**config.mk**
```make
export PLATFORM = sky130hd
export DESIGN_NAME = branch_predictor
export DESIGN_NICKNAME = d
export VERILOG_FILES = /design/src/rtl/branch_predictor_pkg.sv /design/src/rtl/branch_predictor_sat_counter.sv /design/src/rtl/branch_predictor.sv
export SDC_FILE = /design/constraint.sdc
export NUM_CORES = 2
export LEC_CHECK = 0
export ABC_CLOCK_PERIOD_IN_PS = 4900
export CORE_AREA = 3 3 367 369
export CTS_CLUSTER_DIAMETER = 30
export DETAILED_ROUTE_END_ITERATION = 7
export DIE_AREA = 0 0 370 372
export SLEW_MARGIN = 5
export SYNTH_ARGS = -nofsm -noshare
export SYNTH_HDL_FRONTEND = slang
export SYNTH_HIERARCHICAL = 1
export SYNTH_SLANG_ARGS = --single-unit
```
**constraint.sdc**
```tcl
create_clock -name clk -period 4.9 [get_ports clk]
set_input_delay 0.98 -clock clk [delete_from_list [all_inputs] [get_ports clk]]
set_output_delay 0.98 -clock clk [all_outputs]
set_load 0.02 [all_outputs]
```
**src/rtl/branch_predictor_pkg.sv**
```systemverilog
// Shared defaults, update classification and counter init helper for the branch predictor.
package branch_predictor_pkg;

  localparam int BP_DEF_ENTRIES    = 16;
  localparam int BP_DEF_CTR_BITS   = 2;
  localparam int BP_DEF_PC_WIDTH   = 32;
  localparam int BP_DEF_STAT_WIDTH = 32;

  // What a resolved branch does to the table
  typedef enum logic [1:0] {
    UPD_NONE,
    UPD_TRAIN,
    UPD_ALLOC
  } upd_kind_e;

  // Weakly-taken value: only the counter MSB set
  function automatic int weak_taken_init(input int ctr_bits);
    return 1 << (ctr_bits - 1);
  endfunction

endpackage

```
**src/rtl/branch_predictor_sat_counter.sv**
```systemverilog
// Saturating up/down direction counter; returns the next value, never wraps.
module branch_predictor_sat_counter #(
  parameter int CTR_BITS = 2
) (
  input  logic [CTR_BITS-1:0] ctr_in,
  input  logic                inc,
  input  logic                dec,
  output logic [CTR_BITS-1:0] ctr_out
);

  localparam logic [CTR_BITS-1:0] CTR_MAX = '1;
  localparam logic [CTR_BITS-1:0] CTR_MIN = '0;

  // Step toward taken or not-taken, holding at the rails
  always_comb begin
    ctr_out = ctr_in;
    if (inc && (ctr_in != CTR_MAX)) begin
      ctr_out = ctr_in + CTR_BITS'(1);
    end else if (dec && (ctr_in != CTR_MIN)) begin
      ctr_out = ctr_in - CTR_BITS'(1);
    end
  end

endmodule

```
**src/rtl/branch_predictor.sv**
```systemverilog
// Direct-mapped BTB with per-entry saturating direction counters and branch statistics.
module branch_predictor
  import branch_predictor_pkg::*;
#(
  parameter int ENTRIES    = BP_DEF_ENTRIES,
  parameter int CTR_BITS   = BP_DEF_CTR_BITS,
  parameter int PC_WIDTH   = BP_DEF_PC_WIDTH,
  parameter int STAT_WIDTH = BP_DEF_STAT_WIDTH
) (
  input  logic                  clk,
  input  logic                  reset,
  input  logic [PC_WIDTH-1:0]   if_pc,
  output logic                  pred_taken,
  output logic [PC_WIDTH-1:0]   pred_target,
  input  logic                  upd_valid,
  input  logic [PC_WIDTH-1:0]   upd_pc,
  input  logic                  upd_taken,
  input  logic [PC_WIDTH-1:0]   upd_target,
  input  logic                  upd_mispredict,
  output logic [STAT_WIDTH-1:0] stat_branches,
  output logic [STAT_WIDTH-1:0] stat_mispredicts
);

  localparam int IDX_BITS = $clog2(ENTRIES);
  localparam int TAG_BITS = PC_WIDTH - IDX_BITS - 2;
  localparam logic [CTR_BITS-1:0] CTR_WEAK_TAKEN = CTR_BITS'(weak_taken_init(CTR_BITS));

  logic                valid_q  [ENTRIES];
  logic                valid_d  [ENTRIES];
  logic [TAG_BITS-1:0] tag_q    [ENTRIES];
  logic [TAG_BITS-1:0] tag_d    [ENTRIES];
  logic [PC_WIDTH-1:0] target_q [ENTRIES];
  logic [PC_WIDTH-1:0] target_d [ENTRIES];
  logic [CTR_BITS-1:0] ctr_q    [ENTRIES];
  logic [CTR_BITS-1:0] ctr_d    [ENTRIES];

  logic [STAT_WIDTH-1:0] stat_branches_q;
  logic [STAT_WIDTH-1:0] stat_branches_d;
  logic [STAT_WIDTH-1:0] stat_mispredicts_q;
  logic [STAT_WIDTH-1:0] stat_mispredicts_d;

  logic [IDX_BITS-1:0] lk_idx;
  logic [TAG_BITS-1:0] lk_tag;
  logic                lk_hit;
  logic [IDX_BITS-1:0] up_idx;
  logic [TAG_BITS-1:0] up_tag;
  logic                up_hit;
  upd_kind_e           upd_kind;
  logic [CTR_BITS-1:0] ctr_next;
  logic                unused_pc_low;

  // Instruction addresses are word aligned, so the low two bits never select anything
  assign unused_pc_low = ^{if_pc[1:0], upd_pc[1:0]};

  assign lk_idx = if_pc[IDX_BITS+1:2];
  assign lk_tag = if_pc[PC_WIDTH-1:IDX_BITS+2];
  assign up_idx = upd_pc[IDX_BITS+1:2];
  assign up_tag = upd_pc[PC_WIDTH-1:IDX_BITS+2];

  // Fetch-side lookup reads registered state only, so a same-cycle update is not bypassed
  always_comb begin
    lk_hit      = valid_q[lk_idx] && (tag_q[lk_idx] == lk_tag);
    pred_taken  = lk_hit && ctr_q[lk_idx][CTR_BITS-1];
    pred_target = pred_taken ? target_q[lk_idx] : (if_pc + PC_WIDTH'(4));
  end

  // Decide whether the resolved branch trains an existing entry, allocates one, or is dropped
  always_comb begin
    up_hit   = valid_q[up_idx] && (tag_q[up_idx] == up_tag);
    upd_kind = UPD_NONE;
    if (upd_valid) begin
      if (up_hit) begin
        upd_kind = UPD_TRAIN;
      end else if (upd_taken) begin
        upd_kind = UPD_ALLOC;
      end
    end
  end

  branch_predictor_sat_counter #(
    .CTR_BITS (CTR_BITS)
  ) u_sat_counter (
    .ctr_in  (ctr_q[up_idx]),
    .inc     ((upd_kind == UPD_TRAIN) && upd_taken),
    .dec     ((upd_kind == UPD_TRAIN) && !upd_taken),
    .ctr_out (ctr_next)
  );

  // Next table contents and statistics; only the indexed entry can change
  always_comb begin
    valid_d  = valid_q;
    tag_d    = tag_q;
    target_d = target_q;
    ctr_d    = ctr_q;
    case (upd_kind)
      UPD_TRAIN: begin
        ctr_d[up_idx] = ctr_next;
        if (upd_taken) begin
          target_d[up_idx] = upd_target;
        end
      end
      UPD_ALLOC: begin
        valid_d[up_idx]  = 1'b1;
        tag_d[up_idx]    = up_tag;
        target_d[up_idx] = upd_target;
        ctr_d[up_idx]    = CTR_WEAK_TAKEN;
      end
      default: ;
    endcase
    stat_branches_d    = stat_branches_q + STAT_WIDTH'(upd_valid);
    stat_mispredicts_d = stat_mispredicts_q + STAT_WIDTH'(upd_valid & upd_mispredict);
  end

  // Table and counters; asynchronous clear wipes every entry at once
  always_ff @(posedge clk or negedge reset) begin
    if (!reset) begin
      for (int i = 0; i < ENTRIES; i++) begin
        valid_q[i]  <= 1'b0;
        tag_q[i]    <= '0;
        target_q[i] <= '0;
        ctr_q[i]    <= '0;
      end
      stat_branches_q    <= '0;
      stat_mispredicts_q <= '0;
    end else begin
      valid_q            <= valid_d;
      tag_q              <= tag_d;
      target_q           <= target_d;
      ctr_q              <= ctr_d;
      stat_branches_q    <= stat_branches_d;
      stat_mispredicts_q <= stat_mispredicts_d;
    end
  end

  assign stat_branches    = stat_branches_q;
  assign stat_mispredicts = stat_mispredicts_q;

endmodule

```
======== Yosys cells after proc, flatten, opt, wreduce, memory -nomap -nowiden ========
Cells that the tools add are included.
storage, ports and cells
  bits of input ports ..................... 101
  register bits after elaboration ......... 1,040
  output and inout port bits .............. 97
cells by class
  reductions and logical operators ........ 12
  muxes and demuxes ....................... 41
  bitwise operators ....................... 7
  equal/unequal tests ..................... 6
  magnitude comparators ................... 3
  $add $sub $neg .......................... 5
operator list
  cell                     number
  $pmux W512 S2            1
  $bwmux W512              1
  $mux W512                1
  $bwmux W416              1
  $bmux W26 S4             2
  $mux W26                 5
  $bmux W32 S4             1
  $demux W32 S4            1
  $mux W32                 4
  $demux W26 S4            1
  $add A32 B1 Y32          2
  $pmux W32 S2             1
  $eq A26 B26 Y1           2
  $add A32 B3 Y32 const B  1
  $bwmux W32               1
  $or A16 B16 Y16          2
  $mux W2                  10
  $and A16 B16 Y16         1
  $bmux W2 S4              2
  $not A16 Y16             1
  $ge A5 B5 Y1 const B     2
  $not A4 Y5               2
  $bmux W1 S4              2
  $demux W2 S4             1
  other kinds (13)         26

======== Depth between registers and ports, before layout ========
  word-level depth ........................ 15
  gate-level depth with buffers ........... 20

======== Hierarchy ========
Netlist, hierarchy kept.
by module, submodules not included
  module                        times used  area each (um2)  seq. area each (um2)  cells each
  branch_predictor              1           52,506.6         26,025.0              3,422
  branch_predictor_sat_counter  1           92.6             0.0                   11

======== Worst setup path after synthesis ========
OpenSTA, ideal clock, no wires.
  path kind ............................... input -> register
  start ................................... input upd_pc[2]
  end ..................................... register tag_q[189] in the netlist's numbering
  stages .................................. 15
  data arrival time ....................... 4,872 ps
  path buffers ............................ 5
  setup time .............................. 125 ps
  setup slack ............................. -96 ps
  path through ............................ buf_4 > buf_6 > buf_4 > buf_2 > mux4_2 > mux4_2 > xor2_1 > nor4_1 > and4_1 > nor2_1 > ha_1 > nor3b_1 > nand2_1 > clkbuf_1 > mux2_2
on the way
  longest elaborated chain between the ends .. 9
RTL lines
  item                                          line                                             RTL
  from (decl)                                   branch_predictor.sv:16                           input logic [PC_WIDTH-1:0] upd_pc,
  $not A4 Y5 (implied by the code) (*)          branch_predictor.sv:69, branch_predictor.sv:104
  $bmux W26 S4                                  branch_predictor.sv:69                           up_hit = valid_q[up_idx] && (tag_q[up_idx] == up_tag);
  $mux W26 (implied by the code) (2 in series)  branch_predictor.sv:69
  $eq A26 B26 Y1                                branch_predictor.sv:69
  $logic_and A1 B1 Y1                           branch_predictor.sv:69
  $mux W2                                       branch_predictor.sv:72                           if (up_hit) begin
  $mux W2                                       branch_predictor.sv:71                           if (upd_valid) begin
  $eq A2 B2 Y1                                  branch_predictor.sv:95                           case (upd_kind)
  to (signal assigned)                          branch_predictor.sv:127                          tag_q <= tag_d;
  to (decl)                                     branch_predictor.sv:30                           logic [TAG_BITS-1:0] tag_q [ENTRIES];
Mark *: on every way between the ends. The rest lies on a longest branch, timed or not. The select of a mux whose other input is x is not followed.
A chain may end at the register's enable or synchronous reset.

======== Final worst setup path ========
  start ................................... input if_pc[3]
  end ..................................... output pred_target[31]
on the way
  longest elaborated chain between the ends .. 8
RTL lines
  item                                          line                                                                    RTL
  from (decl)                                   branch_predictor.sv:12                                                  input logic [PC_WIDTH-1:0] if_pc,
  $not A4 Y5 (implied by the code)              branch_predictor.sv:62, branch_predictor.sv:63, branch_predictor.sv:64
  $bmux W26 S4                                  branch_predictor.sv:62                                                  lk_hit = valid_q[lk_idx] && (tag_q[lk_idx] == lk_tag);
  $mux W26 (implied by the code) (2 in series)  branch_predictor.sv:62
  $eq A26 B26 Y1                                branch_predictor.sv:62
  $logic_and A1 B1 Y1                           branch_predictor.sv:62
  $logic_and A1 B1 Y1                           branch_predictor.sv:63                                                  pred_taken = lk_hit && ctr_q[lk_idx][CTR_BITS-1];
  $mux W32 (*)                                  branch_predictor.sv:64                                                  pred_target = pred_taken ? target_q[lk_idx] : (if_pc + PC_WIDTH'(4));
  to (decl)                                     branch_predictor.sv:14                                                  output logic [PC_WIDTH-1:0] pred_target,
Marked as above.

==> key figures <==
Finish
  • Layout cells sized above 1: 56.2%
  • Layout Cells excl Fill: 6,008
  • Area grow syn2layout: 32.9%
  • Final net count: 4,166
  • Final instance area: 69,900 sq um

Pwr
  • Total power: 34,800 uW
  • Worst VDD drop: 0.000413 V
  • Leakage: 0.0306 uW
  • PD cells: 498 nW/um^2

Clock tree
  • Num CTS Buffers: 274
  • Hold buffers post-CTS: 0
  • Max clock buf depth: 4
  • CTS H-tree depth: 5
  • Root Driver: clkbuf_16
  • CTS tree: built
  • Clk_lat worst skew: 0.87 ns
  • Clk slew on worst S/H paths: 0.05 ns
  • TritonCTS Sinks: 1,040

Route
  • DRC: 0
  • Detailed Route Iter0 Violations: 2,465
  • Drt total wl: 162 mm
  • Routed len/inst: 26.9 microns
  • Drt pass-1 iters: 5
  • Via Count: 34,200
  • Post-route antenna net violation count: 0
  • Via/cell ratio: 5.68

Synthesis
  • #FFs+latches synth: 1,040
  • Sequential area share after synthesis: 49.5%
  • Number of flops mapped to enable cells by yosys: 0
  • Ys flop type: dfrtp_1
  • Ys Warns: 6
  • Synth Cell Area: 52,600 sq um
  • Cell variety after synth: 73
  • Synthesized net count: 3,543
  • Post-synth ARST share: 100%
  • Syn_area_per_cell: 15.3 sq um
  • Cells after synthesis: 3,433

Setup path
  • Setup crit start: if_pc[3]
  • Worst reg2reg path depth: 17
  • Type of the worst setup path: input pin to output pin
  • CP Capture Type: output pin
  • R2R Path Start: tag_q[114]
  • Req. time, crit path: 3.92 ns
  • Crit path DAT: 4.04 ns
  • Startpoint Class: input pin
  • Crit path max fanout: 8

STA
  • Setup violators final: 31
  • Final setup margin: -0.118 ns
  • RSZ-0062 raised after global routing: yes
  • Total negative slack: -3.09 ns
  • Period minus WS final: 5.02 ns
  • Hold WS: 0.215 ns
  • Final hold viol count: 0
  • Relative slew slack: 30.0%
  • FMAX: 199 MHz
  • Final slew viol count: 0
  • Least-Margin Pin Slew: 1.05 ns
  • Tcrit/Tclk final: 102%
  • Clk_skew: 0.0548 ns

Status
  • Failing checks: negative setup slack
  • Status: finished, violations left

Placement
  • Post-placement cell area: 59,800 sq um
  • Post-DP HPWL: 102 mm
  • PortBufs: 195
  • Placer Congestion: 0.920
  • # placed instances: 5,506

GRT
  • Grt ovf: 0
  • Largest net degree at the start of global routing: 112
  • Gr usage total: 23.7%
  • Initial antenna violation count: 15
  • Global-route wire length before repair: 242 mm
  • Vias in the first global route: 36,100

Floorplan
  • Core area: 131,000 sq um
  • FP Rows: 133
  • Initial Util: 40.0%
  • Die area: 138,000 sq um
  • Die Width: 370 microns
  • Die height: 372 microns
  • Io pins: 198

Worst hold path
  • Tightest Hold Check Type: input pin to asynchronous set/reset pin

Run
  • Max-cap violations: 0
-- registers in the layout, indices dropped and copies added (netlist names) --
register,count
stat_mispredicts,32
valid_q,16
stat_branches,32
target_q,512
ctr_q,32
tag_q,416
-- cells in the final DEF, fill, tap and decap left out, types with 9 or more instances in the layout --
cell type	synthesis	layout
nand2_1	107	98
and3_1	20	20
clkbuf_8	0	34
nand4_1	19	19
clkinv_4	0	10
bufinv_16	0	40
inv_1	19	18
clkinv_2	0	32
dfrtp_1	1040	1040
clkbuf_1	118	37
nand2b_1	13	13
xor2_1	37	36
o22ai_1	16	15
xnor2_1	97	94
nand3_1	42	42
a21oi_1	21	19
nor2_1	80	54
mux2_4	30	31
or2_2	15	15
mux2i_1	70	58
clkinvlp_4	0	26
clkdlybuf4s50_1	0	153
nor2b_1	13	12
nor2_4	0	24
buf_6	18	37
buf_4	16	327
buf_12	1	101
and2_1	10	10
mux4_2	362	362
mux4_4	34	34
nor3_1	16	15
ha_1	9	9
clkbuf_16	0	281
mux2_2	957	956
inv_6	0	9
o21ai_0	34	32
-- report_power, final --
group | total [uW] | internal, uW | switching [uW]
registers | 11300 | 10200 | 1030
logic | 5380 | 3250 | 2130
clock network | 18200 | 12900 | 5240
-- cells in the mapped netlist, drive strengths merged (13+ instances only) --
cell | count | area [sq um]
nand2b | 13 | 81.3
a21oi | 21 | 105
o22ai | 16 | 100
nor3 | 16 | 80.1
nor2b | 14 | 95.1
nor2 | 80 | 300
mux4 | 404 | 9210
mux2i | 70 | 701
nand3 | 42 | 210
buf | 164 | 992
dfrtp | 1040 | 26000
clkbuf | 119 | 450
o21ai | 36 | 180
and3 | 20 | 125
nand4 | 20 | 140
inv | 20 | 75.1
xor2 | 37 | 324
mux2 | 987 | 11200
nand2 | 107 | 402
xnor2 | 98 | 866
or2 | 16 | 100
-- metrics by stage --
| step | util, % | worst slack (ns) |
|---|---|---|
| 2_1_floorplan | - | 0.0185 |
| 3_3_place_gp | 45.5 | -1.10 |
| 3_5_place_dp | 45.5 | -1.06 |
| 4_1_cts | 52.9 | -0.147 |
| 5_1_grt | 53.2 | -0.202 |
| 6_report | 53.2 | -0.118 |
-- final timing paths --
| kind | slack [ns] | to |
|---|---|---|
| min | 0.22 | target_q[223] |
| max reg2reg | 0.34 | ctr_q[11] |
| max | -0.12 | pred_target[31] |
| min reg2reg | 0.47 | stat_mispredicts[31] |
| min in group clk | 0.47 | stat_mispredicts[31] |
| max in group asynchronous | 3.42 | target_q[178] |
-- cells by family after synthesis --
kind of cell	Yosys count	synth area share (%)
flip-flops	1040	49.5
AND/OR/NAND/NOR	370	3.54
XOR/XNOR	135	2.26
buffers and inverters	307	2.96
multiplexers	1461	40.2
AO/OA/AOI/OAI	111	1.36
adder cells (fa/ha/maj)	9	0.214
-- critical path: stages --
cell and delay (ns):
buf_16 0.15, buf_16 0.16, buf_12 0.13, mux4_2 0.50, mux2i_2 0.19, mux2i_2 0.17, xnor2_2 0.26, nand2_4 0.08
nor4_4 0.27, buf_4 0.17, nand4_4 0.11, buf_12 0.19, buf_12 0.16, mux2_4 0.33, buf_6 0.14
-- per-layer routing --
| metal | track usage (%) | wire length [microns] | up-vias | part of all wire, % |
|---|---|---|---|---|
| met5 | 0 | 78 | - | 0.048 |
| met3 | 5.77 | 11100 | 288 | 6.9 |
| met1 | 32.4 | 70100 | 18500 | 43 |
| met4 | 7.53 | 4170 | 14 | 2.6 |
| li1 | - | - | 14300 | - |
| met2 | 37.1 | 76300 | 1072 | 47 |
-- repair_timing --
action                     CTS  global route
setup endpoints to repair   49            53
setup buffers                7            16
gates cloned                 6             1
resized for setup          189            53
pin swaps                    7            15
-- cell type report --
class	instances	area, sq um
Fill cell	10800	61500
Sequential cell	1040	26000
Multi-Input combinational cell	2086	25500
Clock buffer	350	7600
Timing Repair Buffer	634	6780
Tap cell	1755	2200
Clock inverter	118	1740
Inverter	20	77.6
Antenna cell	5	12.5
No activity file was read; power rests on OpenSTA's default activity.
